--- config.mk ---
export PLATFORM = sky130hd
export DESIGN_NAME = fetch_queue_stage
export DESIGN_NICKNAME = d
export VERILOG_FILES = /design/src/rtl/fetch_pkg.sv /design/src/rtl/fetch_fifo.sv /design/src/rtl/fetch_queue_stage.sv
export SDC_FILE = /design/constraint.sdc
export NUM_CORES = 1
export LEC_CHECK = 0
export ABC_CLOCK_PERIOD_IN_PS = 3400
export CORE_AREA = 2 2 185 150
export CTS_BUF_LIST = sky130_fd_sc_hd__clkbuf_2 sky130_fd_sc_hd__clkbuf_4 sky130_fd_sc_hd__clkbuf_8
export CTS_CLUSTER_SIZE = 16
export DETAILED_ROUTE_END_ITERATION = 6
export DIE_AREA = 0 0 187 152
export PLACE_DENSITY_LB_ADDON = 0.2
export SYNTH_ARGS = -nofsm -noshare
export SYNTH_HDL_FRONTEND = slang
export SYNTH_SLANG_ARGS = --single-unit
--- constraint.sdc ---
create_clock -name clk -period 3.4 [get_ports clk]
set_input_delay 0.68 -clock clk [delete_from_list [all_inputs] [get_ports clk]]
set_output_delay 0.68 -clock clk [all_outputs]
set_load 0.01 [all_outputs]
--- src/rtl/fetch_pkg.sv ---
// Shared types and constants for the instruction-fetch front end.
// fetch_entry_t is the default-width queue entry; the top rebuilds it at its own XLEN/ILEN.
package fetch_pkg;

  localparam int          DEFAULT_XLEN     = 32;
  localparam int          DEFAULT_ILEN     = 32;
  localparam logic [31:0] DEFAULT_RESET_PC = 32'h0;
  localparam int          PC_STEP          = 4;

  typedef struct packed {
    logic [DEFAULT_ILEN-1:0] instr;
    logic [DEFAULT_XLEN-1:0] pc;
    logic                    tlb_miss;
  } fetch_entry_t;

endpackage

--- src/rtl/fetch_fifo.sv ---
// Synchronous FIFO with flush. The head entry is presented directly from storage,
// and the output reads as zero while the FIFO is empty.
module fetch_fifo #(
  parameter int  DEPTH = 4,
  parameter type T     = logic
) (
  input  logic                       clk,
  input  logic                       reset,
  input  logic                       flush,
  input  logic                       push,
  input  T                           push_data,
  input  logic                       pop,
  output T                           pop_data,
  output logic                       full,
  output logic                       empty,
  output logic [$clog2(DEPTH+1)-1:0] count
);

  localparam int PTR_W = $clog2(DEPTH);
  localparam int CNT_W = $clog2(DEPTH + 1);

  T                 mem [DEPTH];
  logic [PTR_W-1:0] wr_ptr;
  logic [PTR_W-1:0] rd_ptr;
  logic [CNT_W-1:0] count_q;
  logic             do_push;
  logic             do_pop;

  assign empty   = (count_q == '0);
  assign full    = (count_q == CNT_W'(DEPTH));
  assign count   = count_q;
  assign do_pop  = pop & ~empty;
  // A pop in the same cycle frees the slot, so push is legal even when full.
  assign do_push = push & (~full | do_pop);

  // NOTE: sequential state uses non-blocking assignments so every flop samples pre-edge values.
  always_ff @(posedge clk or negedge reset) begin
    if (!reset) begin
      wr_ptr  <= '0;
      rd_ptr  <= '0;
      count_q <= '0;
    end else if (flush) begin
      wr_ptr  <= '0;
      rd_ptr  <= '0;
      count_q <= '0;
    end else begin
      if (do_push) wr_ptr <= wr_ptr + 1'b1;
      if (do_pop)  rd_ptr <= rd_ptr + 1'b1;
      count_q <= count_q + CNT_W'(do_push) - CNT_W'(do_pop);
    end
  end

  // NOTE: storage is not reset; validity comes from count_q, so stale contents are never observed.
  always_ff @(posedge clk) begin
    if (do_push && !flush) mem[wr_ptr] <= push_data;
  end

  // NOTE: default assigned first so this block never infers a latch.
  always_comb begin
    pop_data = '0;
    if (!empty) pop_data = mem[rd_ptr];
  end

endmodule

--- src/rtl/fetch_queue_stage.sv ---
// Decoupled fetch front end: issues sequential fetches under a credit limit, queues
// in-order responses for decode, and kills queued/in-flight work on redirect.
module fetch_queue_stage
  import fetch_pkg::*;
#(
  parameter int              XLEN            = DEFAULT_XLEN,
  parameter int              ILEN            = DEFAULT_ILEN,
  parameter int              DEPTH           = 4,
  parameter int              MAX_OUTSTANDING = 2,
  parameter logic [XLEN-1:0] RESET_PC        = XLEN'(DEFAULT_RESET_PC)
) (
  input  logic            clk,
  input  logic            reset,
  input  logic            redirect_valid,
  input  logic [XLEN-1:0] redirect_pc,
  output logic            req_valid,
  output logic [XLEN-1:0] req_pc,
  input  logic            req_ready,
  input  logic            rsp_valid,
  input  logic [ILEN-1:0] rsp_instr,
  input  logic            rsp_tlb_miss,
  output logic            out_valid,
  output logic [ILEN-1:0] out_instr,
  output logic [XLEN-1:0] out_pc,
  output logic            out_tlb_miss,
  input  logic            out_ready
);

  localparam int              CNT_W  = $clog2(MAX_OUTSTANDING + 1);
  localparam int              QCNT_W = $clog2(DEPTH + 1);
  localparam logic [XLEN-1:0] STEP   = XLEN'(PC_STEP);

  typedef struct packed {
    logic [ILEN-1:0] instr;
    logic [XLEN-1:0] pc;
    logic            tlb_miss;
  } entry_t;

  logic [XLEN-1:0]   fetch_pc;
  logic [XLEN-1:0]   tail_pc;
  logic [CNT_W-1:0]  outstanding;
  logic [CNT_W-1:0]  drop_cnt;
  logic              halted;
  logic              started;
  logic [XLEN-1:0]   redirect_aligned;
  logic              fire;
  logic              push;
  logic              drop;
  logic              pop;
  logic              q_full;
  logic              q_empty;
  logic [QCNT_W-1:0] q_count;
  entry_t            push_entry;
  entry_t            head_entry;

  assign redirect_aligned = redirect_pc & ~XLEN'(3);

  // started keeps req_valid low while reset is held and for the release cycle.
  assign req_valid = started & ~halted & ~redirect_valid
                   & (32'(outstanding) < MAX_OUTSTANDING)
                   & (32'(q_count) + 32'(outstanding) < DEPTH);
  assign req_pc    = fetch_pc;
  assign fire      = req_valid & req_ready;

  assign push = rsp_valid & ~redirect_valid & (drop_cnt == '0);
  assign drop = rsp_valid & ~redirect_valid & (drop_cnt != '0);
  assign pop  = out_valid & out_ready & ~redirect_valid;

  assign push_entry = '{instr: rsp_instr, pc: tail_pc, tlb_miss: rsp_tlb_miss};

  always_ff @(posedge clk or negedge reset) begin
    if (!reset) begin
      fetch_pc    <= RESET_PC;
      tail_pc     <= RESET_PC;
      outstanding <= '0;
      drop_cnt    <= '0;
      halted      <= 1'b0;
      started     <= 1'b0;
    end else begin
      started <= 1'b1;
      case ({fire, rsp_valid})
        2'b10:   outstanding <= outstanding + 1'b1;
        2'b01:   outstanding <= outstanding - 1'b1;
        default: outstanding <= outstanding;
      endcase
      if (redirect_valid) begin
        fetch_pc <= redirect_aligned;
        tail_pc  <= redirect_aligned;
        halted   <= 1'b0;
        // Everything still unanswered after this cycle belongs to the killed stream.
        drop_cnt <= outstanding - CNT_W'(rsp_valid);
      end else begin
        if (fire) fetch_pc <= fetch_pc + STEP;
        if (drop) drop_cnt <= drop_cnt - 1'b1;
        if (push) begin
          tail_pc <= tail_pc + STEP;
          if (rsp_tlb_miss) halted <= 1'b1;
        end
      end
    end
  end

  fetch_fifo #(
    .DEPTH (DEPTH),
    .T     (entry_t)
  ) u_fifo (
    .clk       (clk),
    .reset     (reset),
    .flush     (redirect_valid),
    .push      (push),
    .push_data (push_entry),
    .pop       (pop),
    .pop_data  (head_entry),
    .full      (q_full),
    .empty     (q_empty),
    .count     (q_count)
  );

  assign out_valid    = ~q_empty;
  assign out_instr    = head_entry.instr;
  assign out_pc       = head_entry.pc;
  assign out_tlb_miss = head_entry.tlb_miss;

  a_rsp_without_req : assert property (@(posedge clk) disable iff (!reset)
    !(rsp_valid && outstanding == '0));

  a_push_while_full : assert property (@(posedge clk) disable iff (!reset)
    !(push && q_full && !pop));

endmodule

# Yosys cells after proc, flatten, opt, wreduce, memory -nomap -nowiden
# Memories as Yosys holds them, arrays and structs flattened.
# Cells that the tools add are included.
[word_totals] ramBits=260 word_cells=74 regBits=77 mem_count=1
[classes] mux=18 bitwise=17 eq_ne=3 addsub=11 reduce_logical=13 n_lt_le_gt_ge=2
[mem_list] memory="u_fifo.mem" depth=4 word_bits=65 read_ports=1 rd_clocked_by_memory_dff=0 wr=1 line_no="fetch_fifo.sv:22" source="T mem [DEPTH];"
[ops] cell="$mux 32" n=4
[ops] cell="$mux 65" n=1
[ops] cell="$add 32x3->32 const B" n=2
[ops] cell="$reduce_bool 2->1" n=8
[ops] cell="$and 1x1->1" n=12
[ops] cell="$mux 2" n=6
[ops] cell="$add 2x1->2 const B" n=3
[ops] cell="$mux 1" n=5
[ops] cell="$add 3x2->4" n=1
[ops] cell="$lt 4x3->1 const B" n=1
[ops] cell="$not 1->1" n=4
[ops] cell="$pmux 2 s2" n=1
[ops] cell="$sub 2x1->2 const B" n=2
[ops] cell="$add 3x1->3" n=1
[ops] cell="$eq 3x3->1 const B" n=1
[ops] cell="$logic_not 3->1" n=1
[ops] cell="$mux 3" n=1
[ops] cell="$sub 3x1->3" n=1
[ops] cell="$eq 2x1->1 const B" n=1
[ops] cell="$eq 2x2->1 const B" n=1
[ops] cell="$logic_not 2->1" n=1
[ops] cell="$lt 2x2->1 const B" n=1
[ops] cell="$reduce_and 2->1" n=1
[ops] cell="$sub 2x1->2" n=1
[ops] cell="3 further kinds" n=3

# Logic depth before layout (Yosys ltp)
# Gate-level depths: netlist of run 1.
[logic_depth] depth_word=10 mapped_depth=12

# Cells and area by module
# Synthesis of run 1 repeated with hierarchy kept, for this count alone.
[unflattened] cells_unflattened=869 area_unflattened_um2=14042.2
[by_module_without_submodules] module="fetch_fifo" area_per_inst_um2=10273.6 cells_each=459 n_inst=1
[by_module_without_submodules] module="fetch_queue_stage" area_per_inst_um2=3768.6 cells_each=410 n_inst=1

# Least setup slack after synthesis of run 1
# No wires, ideal clock.
[synth_timing] kind="input -> register" from="in rsp_valid" to="mem u_fifo.mem[1][0] (netlist name), enable pin" cell_stages=3 slack_ns=0.169 arrival_time_ns=2.803 path_cell_list="nand2_1 > nor3_1 > and2_1"
[synth_via] elab_chain_len=6
[synth_rtl] element="start: declaration" line_no="fetch_queue_stage.sv:19" source="input logic rsp_valid,"
[synth_rtl] element="$and 1x1->1 (2 in a row)" line_no="fetch_queue_stage.sv:65" source="assign push = rsp_valid & ~redirect_valid & (drop_cnt == '0);"
[synth_rtl] element="$and 1x1->1" line_no="fetch_fifo.sv:34" source="assign do_push = push & (~full | do_pop);"
[synth_rtl] element="$logic_and 1x1->1" line_no="fetch_fifo.sv:55" source="if (do_push && !flush) mem[wr_ptr] <= push_data;"
[synth_rtl] element="$mux 1" line_no="fetch_fifo.sv:55"
[synth_rtl] element="$mux 1 (implied by the code)" line_no="fetch_fifo.sv:55"
[synth_rtl] element="end: declaration" line_no="fetch_fifo.sv:22"
# No other way between the ends.

# Worst setup path after layout of run 1
[layout_timing] from="reg u_fifo.rd_ptr[0]" to="out out_pc[15]"
[layout_via] elab_chain_len=2
[layout_rtl] element="start: declaration" line_no="fetch_fifo.sv:24" source="logic [PTR_W-1:0] rd_ptr;"
[layout_rtl] element="start signal: assignment" line_no="fetch_fifo.sv:48" source="if (do_pop) rd_ptr <= rd_ptr + 1'b1;"
[layout_rtl] element="$mem_v2 4x65"
[layout_rtl] element="$mux 65" line_no="fetch_fifo.sv:61" source="if (!empty) pop_data = mem[rd_ptr];"
[layout_rtl] element="end: declaration" line_no="fetch_queue_stage.sv:24" source="output logic [XLEN-1:0] out_pc,"
# No other way between the ends.

==> results of run 1 <==
==> through the flow <==
stage	cell area, µm²	cells
6_report	17070	1431
5_1_grt	17070	1431
4_1_cts	17060	1430
3_5_place_dp	15970	1338
3_3_place_gp	15970	1338
2_1_floorplan	13680	823
==> final cells by class <==
| cell class | instances | area (µm²) | area share (%) |
|---|---|---|---|
| inverters | 15 | 70.07 | 0.4104 |
| multi-input cells | 441 | 4036 | 23.64 |
| flip-flops and latches | 325 | 9399 | 55.06 |
| repair buffers | 194 | 2022 | 11.84 |
| clock inverters | 21 | 224.0 | 1.312 |
| clock buffers | 71 | 864.6 | 5.064 |
| well taps | 364 | 455.4 | 2.668 |
==> path summary, 6_finish.rpt <==
check | start | end | slack (ps) | depth (start not counted)
worst max-delay path | u_fifo.rd_ptr[0] | out_pc[15] | 220 | 4
worst min-delay path | reset | req_pc[14] | 230 | 1
worst max register to register | u_fifo.count[1] | u_fifo.count[2] | 870 | 11
worst min register to register | halted | halted | 540 | 2
max in group asynchronous | reset | tail_pc[25] | 2460 | 2
min in group clk | halted | halted | 540 | 2
==> worst register-to-register path: cells and delay by family (launching register included) <==
kind,cells,cell delay (ps)
buf+inv,2,110
flops,1,460
xor+xnor,2,300
simple gates,4,760
fa+ha+maj,3,770
==> state kept, by name (all words and copies together) (netlist names) <==
register       cells
drop_cnt           2
u_fifo.mem       252
u_fifo.rd_ptr      2
outstanding        2
req_pc            30
tail_pc           30
halted             1
started            1
u_fifo.wr_ptr      2
u_fifo.count       3
==> power groups by stage <==
stage / clock network (µW) / registers (µW) / logic [µW]
3_5_place_dp: 0 / 4890 / 3370
2_1_floorplan: 0 / 4800 / 1800
3_3_place_gp: 0 / 4880 / 3350
5_1_grt: 3720 / 4820 / 3620
4_1_cts: 3560 / 4810 / 3390
6_report: 3470 / 4790 / 3330
==> metal layers <==
metal	GRT usage [%]	part of all wire, %	vias to the layer above
li1	-	-	3570
met1	30.11	48	3983
met2	30.09	45	264
met3	4.158	5.9	32
met4	4.951	1.2	0
met5	0	0	-
==> cell families after synthesis <==
kind of cell / share of synthesized area (%)
xor+xnor: 3.397
mux: 12.65
compound gates: 2.500
simple gates: 9.531
other cells: 0.05496
flops: 68.74
buf+inv: 1.877
fa+ha+maj: 1.245
==> timing repair <==
item | CTS | global route
resized for setup | 1 | 0
setup endpoints to repair | 21 | 12
setup buffers | 0 | 1
==> placed cells by master (no fill, tap or decap), types with 26 or more instances in the layout <==
cell type / n
clkbuf_8: 53
xor2_1: 27
mux4_2: 63
xnor2_1: 26
dfrtp_1: 71
clkdlybuf4s50_1: 162
nand2_1: 34
and2_1: 64
edfxtp_1: 252
nor2_1: 27
==> out/results.ini, run 1 <==
[power]
total_leakage_power_uw = 0.005893
vdd_drop_max_uv = 326.5
power.share.combinational_pct = 28.7
p_int_uw = 8481
p_total_uw = 11600
p_sw_share_pct = 26.89
powerDensity_nw_per_um2 = 679.6
p_sw_uw = 3120
seqPwrFrac_pct = 41.3
clockPowerShare_pct = 29.9

[detailed_routing]
wl_um = 28100
firstDrtPassIters = 4
ant_nets = 0
drc = 0
vias_per_cell = 5.485
vias = 7849
drtIter0Drc = 440
post_drt_wl_per_cell_um = 19.63

[placed_design]
dpl.hpwl_um = 18390
place_ws_ps = 358.5
gp_congestion = 0.8654
port_buffers = 163

[timing]
finalSetupTns_ps = 0
drv_slew = 0
setup_viol = 0
setup_slack_ps = 215.3
holdWs_ps = 225.2
max_clock_freq_mhz = 314.0
hold_viol_final = 0
fin_skew_ps = 22.86
min_period_ps = 3185
rsz0062_at_grt = false
max_slew_margin_pct = 34.88
fin_crit_sh_pct = 93.67
worst_pin_slew_ps = 969.4

[synthesis]
synth_cell_type_count = 53
ys_warn_count = 0
synth-seq-cells = 325
yosysMostFrequentCell = edfxtp_1
yosys.area.top_type = edfxtp_1
syn_area_um2 = 13670
avgSynthCellArea_um2 = 16.67
ys_top_cells_by_area = edfxtp_1 (55%), dfrtp_1 (13%), mux4_2 (10%), and2_1 (3.1%), mux2_2 (2.0%)
ys_async_sr_fraction_pct = 22.46
syn_inst = 820
synth-main-ff-cell = edfxtp_1
synth_edf_count = 252
yosys-top-cells-count = edfxtp_1 (252), dfrtp_1 (73), and2_1 (68)
synth.top_cell.area_share_pct = 55.37
synth-seq-area-share_pct = 68.74

[grt]
antenna_found_initial = 0
grt_pass1_wl_um = 44560
groute.usage.overall_pct = 19.96
grt_pass1_vias = 7994
grt_overflow = 0
grt_max_degree = 43

[floorplanning]
core.rowCount = 54
core_um2 = 26820
initial_core_util_pct = 50.95
dieWidth_um = 187
dieArea_um2 = 28420
io_pins = 170
die_y_um = 152

[critical_path]
cp_max_fo = 18
crit_type = reg -> out
path_buf_inv = 2
slowest_stage = mux4_2
cp_top_family = buffers and inverters
cp-end-kind = primary output
worstPathArrival_ps = 2500
path_cells = buf_12 > mux4_2 > and2_1 > clkdlybuf4s50_1
worstSetupStartpointType = flip-flop
required_ps = 2720
crit_path_max_incr_delay_ps = 530

[clock_tree]
cts_inserted_buffers = 51
clock-sinks = 325
cts_buffer_depth = 3
clock-root-buffer = clkbuf_8
htreeDepth = 2
clk_pin_slew_ps = 70
cts_tree = built
ctsHoldBuffers = 0
clk_latency_ps = 560

[layout]
layout-drive-gt1-share_pct = 20.34
fin_nets = 1112
syn_to_final_growth_pct = 24.92
fin_util_pct = 63.64
n_antenna_cell = 0
fill_cells = 1926

[job]
maxCapViolCount = 0

[outcome]
status = completed

[worst_hold_path]
hold_path_class = in -> async

Note: power is estimated with default switching activity, not from simulation.
==> run 2, diff against run 1 <==
--- a/config.mk
+++ b/config.mk
@@ -5,12 +5,12 @@
 export SDC_FILE = /design/constraint.sdc
 export NUM_CORES = 1
 export LEC_CHECK = 0
-export ABC_CLOCK_PERIOD_IN_PS = 3400
 export CORE_AREA = 2 2 185 150
 export CTS_BUF_LIST = sky130_fd_sc_hd__clkbuf_2 sky130_fd_sc_hd__clkbuf_4 sky130_fd_sc_hd__clkbuf_8
 export CTS_CLUSTER_SIZE = 16
 export DETAILED_ROUTE_END_ITERATION = 6
 export DIE_AREA = 0 0 187 152
+export GPL_TIMING_DRIVEN = 0
 export PLACE_DENSITY_LB_ADDON = 0.2
 export SYNTH_ARGS = -nofsm -noshare
 export SYNTH_HDL_FRONTEND = slang
==> out/results.ini, run 2 (same netlist as run 1, synthesis figures left out) <==
[power]
power.share.combinational_pct = 30.1  ; +1.4 points
p_sw_share_pct = 28.14  ; +1.3 points
p_int_uw = 8054  ; -5.0%
seqPwrFrac_pct = 42.6  ; +1.3 points
powerDensity_nw_per_um2 = 663.3  ; -2.4%
total_leakage_power_uw = 0.005830  ; -1.1%
p_sw_uw = 3154  ; +1.1%
clockPowerShare_pct = 27.3  ; -2.6 points
p_total_uw = 11210  ; -3.4%
vdd_drop_max_uv = 310.9  ; -4.8%

[placed_design]
gp_congestion = 0.8380  ; -3.2%
dpl.hpwl_um = 19100  ; +3.9%
port_buffers = 163  ; unchanged
place_ws_ps = -425.4  ; -783.9 ps
placed_area_um2 = 15910  ; -0.39%

[timing]
rsz0062_at_grt = false
setup_viol = 0  ; unchanged
hold_viol_final = 0  ; unchanged
drv_slew = 0  ; unchanged
fin_skew_ps = 12.53  ; -10.33 ps
max_slew_margin_pct = 42.54  ; +7.7 points
worst_pin_slew_ps = 855.3  ; -114.0 ps
fin_crit_sh_pct = 96.08  ; +2.4 points
min_period_ps = 3267  ; +82.21 ps
max_clock_freq_mhz = 306.1  ; -2.5%
finalSetupTns_ps = 0  ; unchanged
setup_slack_ps = 133.1  ; -82.21 ps

[floorplanning]
dieArea_um2 = 28420  ; unchanged
core.rowCount = 54  ; unchanged
core_um2 = 26820  ; unchanged
initial_core_util_pct = 50.95  ; unchanged
dieWidth_um = 187  ; unchanged
io_pins = 170  ; unchanged
die_y_um = 152  ; unchanged

[detailed_routing]
drtIter0Drc = 505  ; +15%
drc = 0  ; unchanged
post_drt_wl_per_cell_um = 19.89  ; +1.3%
wl_um = 28660  ; +2.0%
firstDrtPassIters = 5  ; +1
ant_nets = 0  ; unchanged
vias_per_cell = 5.483  ; about the same
vias = 7901  ; +0.66%

[critical_path]
cp_max_fo = 10  ; -8
cp-end-kind = primary output
rrSetupSlack_ps = 620  ; -250 ps
crit_type = reg -> out
rr_worst_depth = 10  ; -1
required_ps = 2720  ; about the same
slowest_stage = clkdlybuf4s50_1
path_buf_inv = 3  ; +1
worstSetupStartpointType = flip-flop
cp_top_family = buffers and inverters
crit_path_max_incr_delay_ps = 520  ; about the same
r2r-end = u_fifo.count[2]
path_cells = or3_1 > buf_2 > clkbuf_4 > and2_1 > clkdlybuf4s50_1
worstPathArrival_ps = 2590  ; +90 ps
r2r-start = drop_cnt[0]

[clock_tree]
cts_tree = built
clk_pin_slew_ps = 60  ; about the same
cts_buffer_depth = 3  ; unchanged
post-cts-setup-buffers = 0  ; unchanged
clock-sinks = 325  ; unchanged
htreeDepth = 2  ; unchanged
clk_latency_ps = 570  ; about the same
clock-root-buffer = clkbuf_8
cts_inserted_buffers = 50  ; -2.0%

[grt]
grt_max_degree = 57  ; +33%
grt_overflow = 0  ; unchanged
groute.usage.overall_pct = 20.51  ; +0.55 points
grt_pass1_vias = 8011  ; +0.21%
antenna_found_initial = 0  ; unchanged
grt_pass1_wl_um = 45230  ; +1.5%

[layout]
fin_nets = 1127  ; +1.3%
regMostFlops = u_fifo.mem
layout-drive-gt1-share_pct = 19.41  ; -0.93 points
syn_to_final_growth_pct = 23.66
layout_common_cells = edfxtp_1 (252), clkdlybuf4s50_1 (162), dfrtp_1 (72), and2_1 (64), mux4_2 (63)
largest_register_ffs = 252  ; unchanged
final_common_cell = edfxtp_1
fill_cells = 1994  ; +3.5%
final_area_um2 = 16900  ; -1.0%
n_antenna_cell = 0  ; unchanged
fin_util_pct = 63.00  ; -0.64 points

[job]
maxCapViolCount = 0  ; unchanged

[outcome]
status = completed

[worst_hold_path]
hold_path_class = reg -> reg
min_delay_worst_endpoint = halted
holdPathStages = 2
min_from = halted

run 2: worst max-delay path by stage:
stage	startpoint	endpoint	slack, ps	depth (start not counted)
floorplan	rsp_valid	u_fifo.mem[1][0]	170	3
global placement	rsp_valid	u_fifo.mem[1][28]	-1810	4
detailed placement	redirect_valid	u_fifo.count[2]	-430	12
CTS	u_fifo.rd_ptr[1]	out_pc[14]	6	4
global route	redirect_valid	u_fifo.count[2]	20	12
finish	u_fifo.count[1]	out_pc[16]	130	5
run 2: worst reg2reg max path, cell delays in order, from the launching register on:
cell,delay (ps)
dfrtp_1,390
inv_1,70
ha_1,270
nand2_1,170
nor3_1,690
ha_1,280
inv_1,50
fa_1,360
xor2_1,180
xnor2_1,140
nor2_1,60
run 2: final cells by class:
cell class,instances,area (µm²),share of cell area (%)
Buffer,41,234.0,1.385
Clock buffer,66,808.3,4.783
Clock inverter,20,122.6,0.7256
Inverter,15,70.07,0.4146
Multi-Input combinational cell,441,4036,23.89
Sequential cell,325,9395,55.60
Tap cell,364,455.4,2.695
Timing Repair Buffer,169,1777,10.51
run 2: layer usage:
metal  part of all wire [%]  GRT usage (%)
met4                    1.2          4.535
met2                     45          30.84
met3                    6.9          4.689
met5                      0              0
met1                     47          30.92
run 2: power groups by stage:
stage / clock (µW) / sequential (µW) / combinational, µW
after floorplan: 0 / 4800 / 1800
after global placement: 0 / 4840 / 3320
after detailed placement: 0 / 4840 / 3370
after CTS: 3120 / 4770 / 3420
after global routing: 3300 / 4810 / 3660
final: 3060 / 4780 / 3370
run 2: stage by stage:
step                hold slack [ps]  std cells
floorplan                     384.4        823
detailed placement            497.1       1355
global route                  560.5       1441
CTS                           510.1       1441
finish                        500.2       1441
global placement              476.4       1350
run 2: timing repair:
item	in CTS	in global routing
endpoints found under the hold margin	17	0
hold buffers	1	0
endpoints found under the setup margin	59	46
resized for setup	18	10
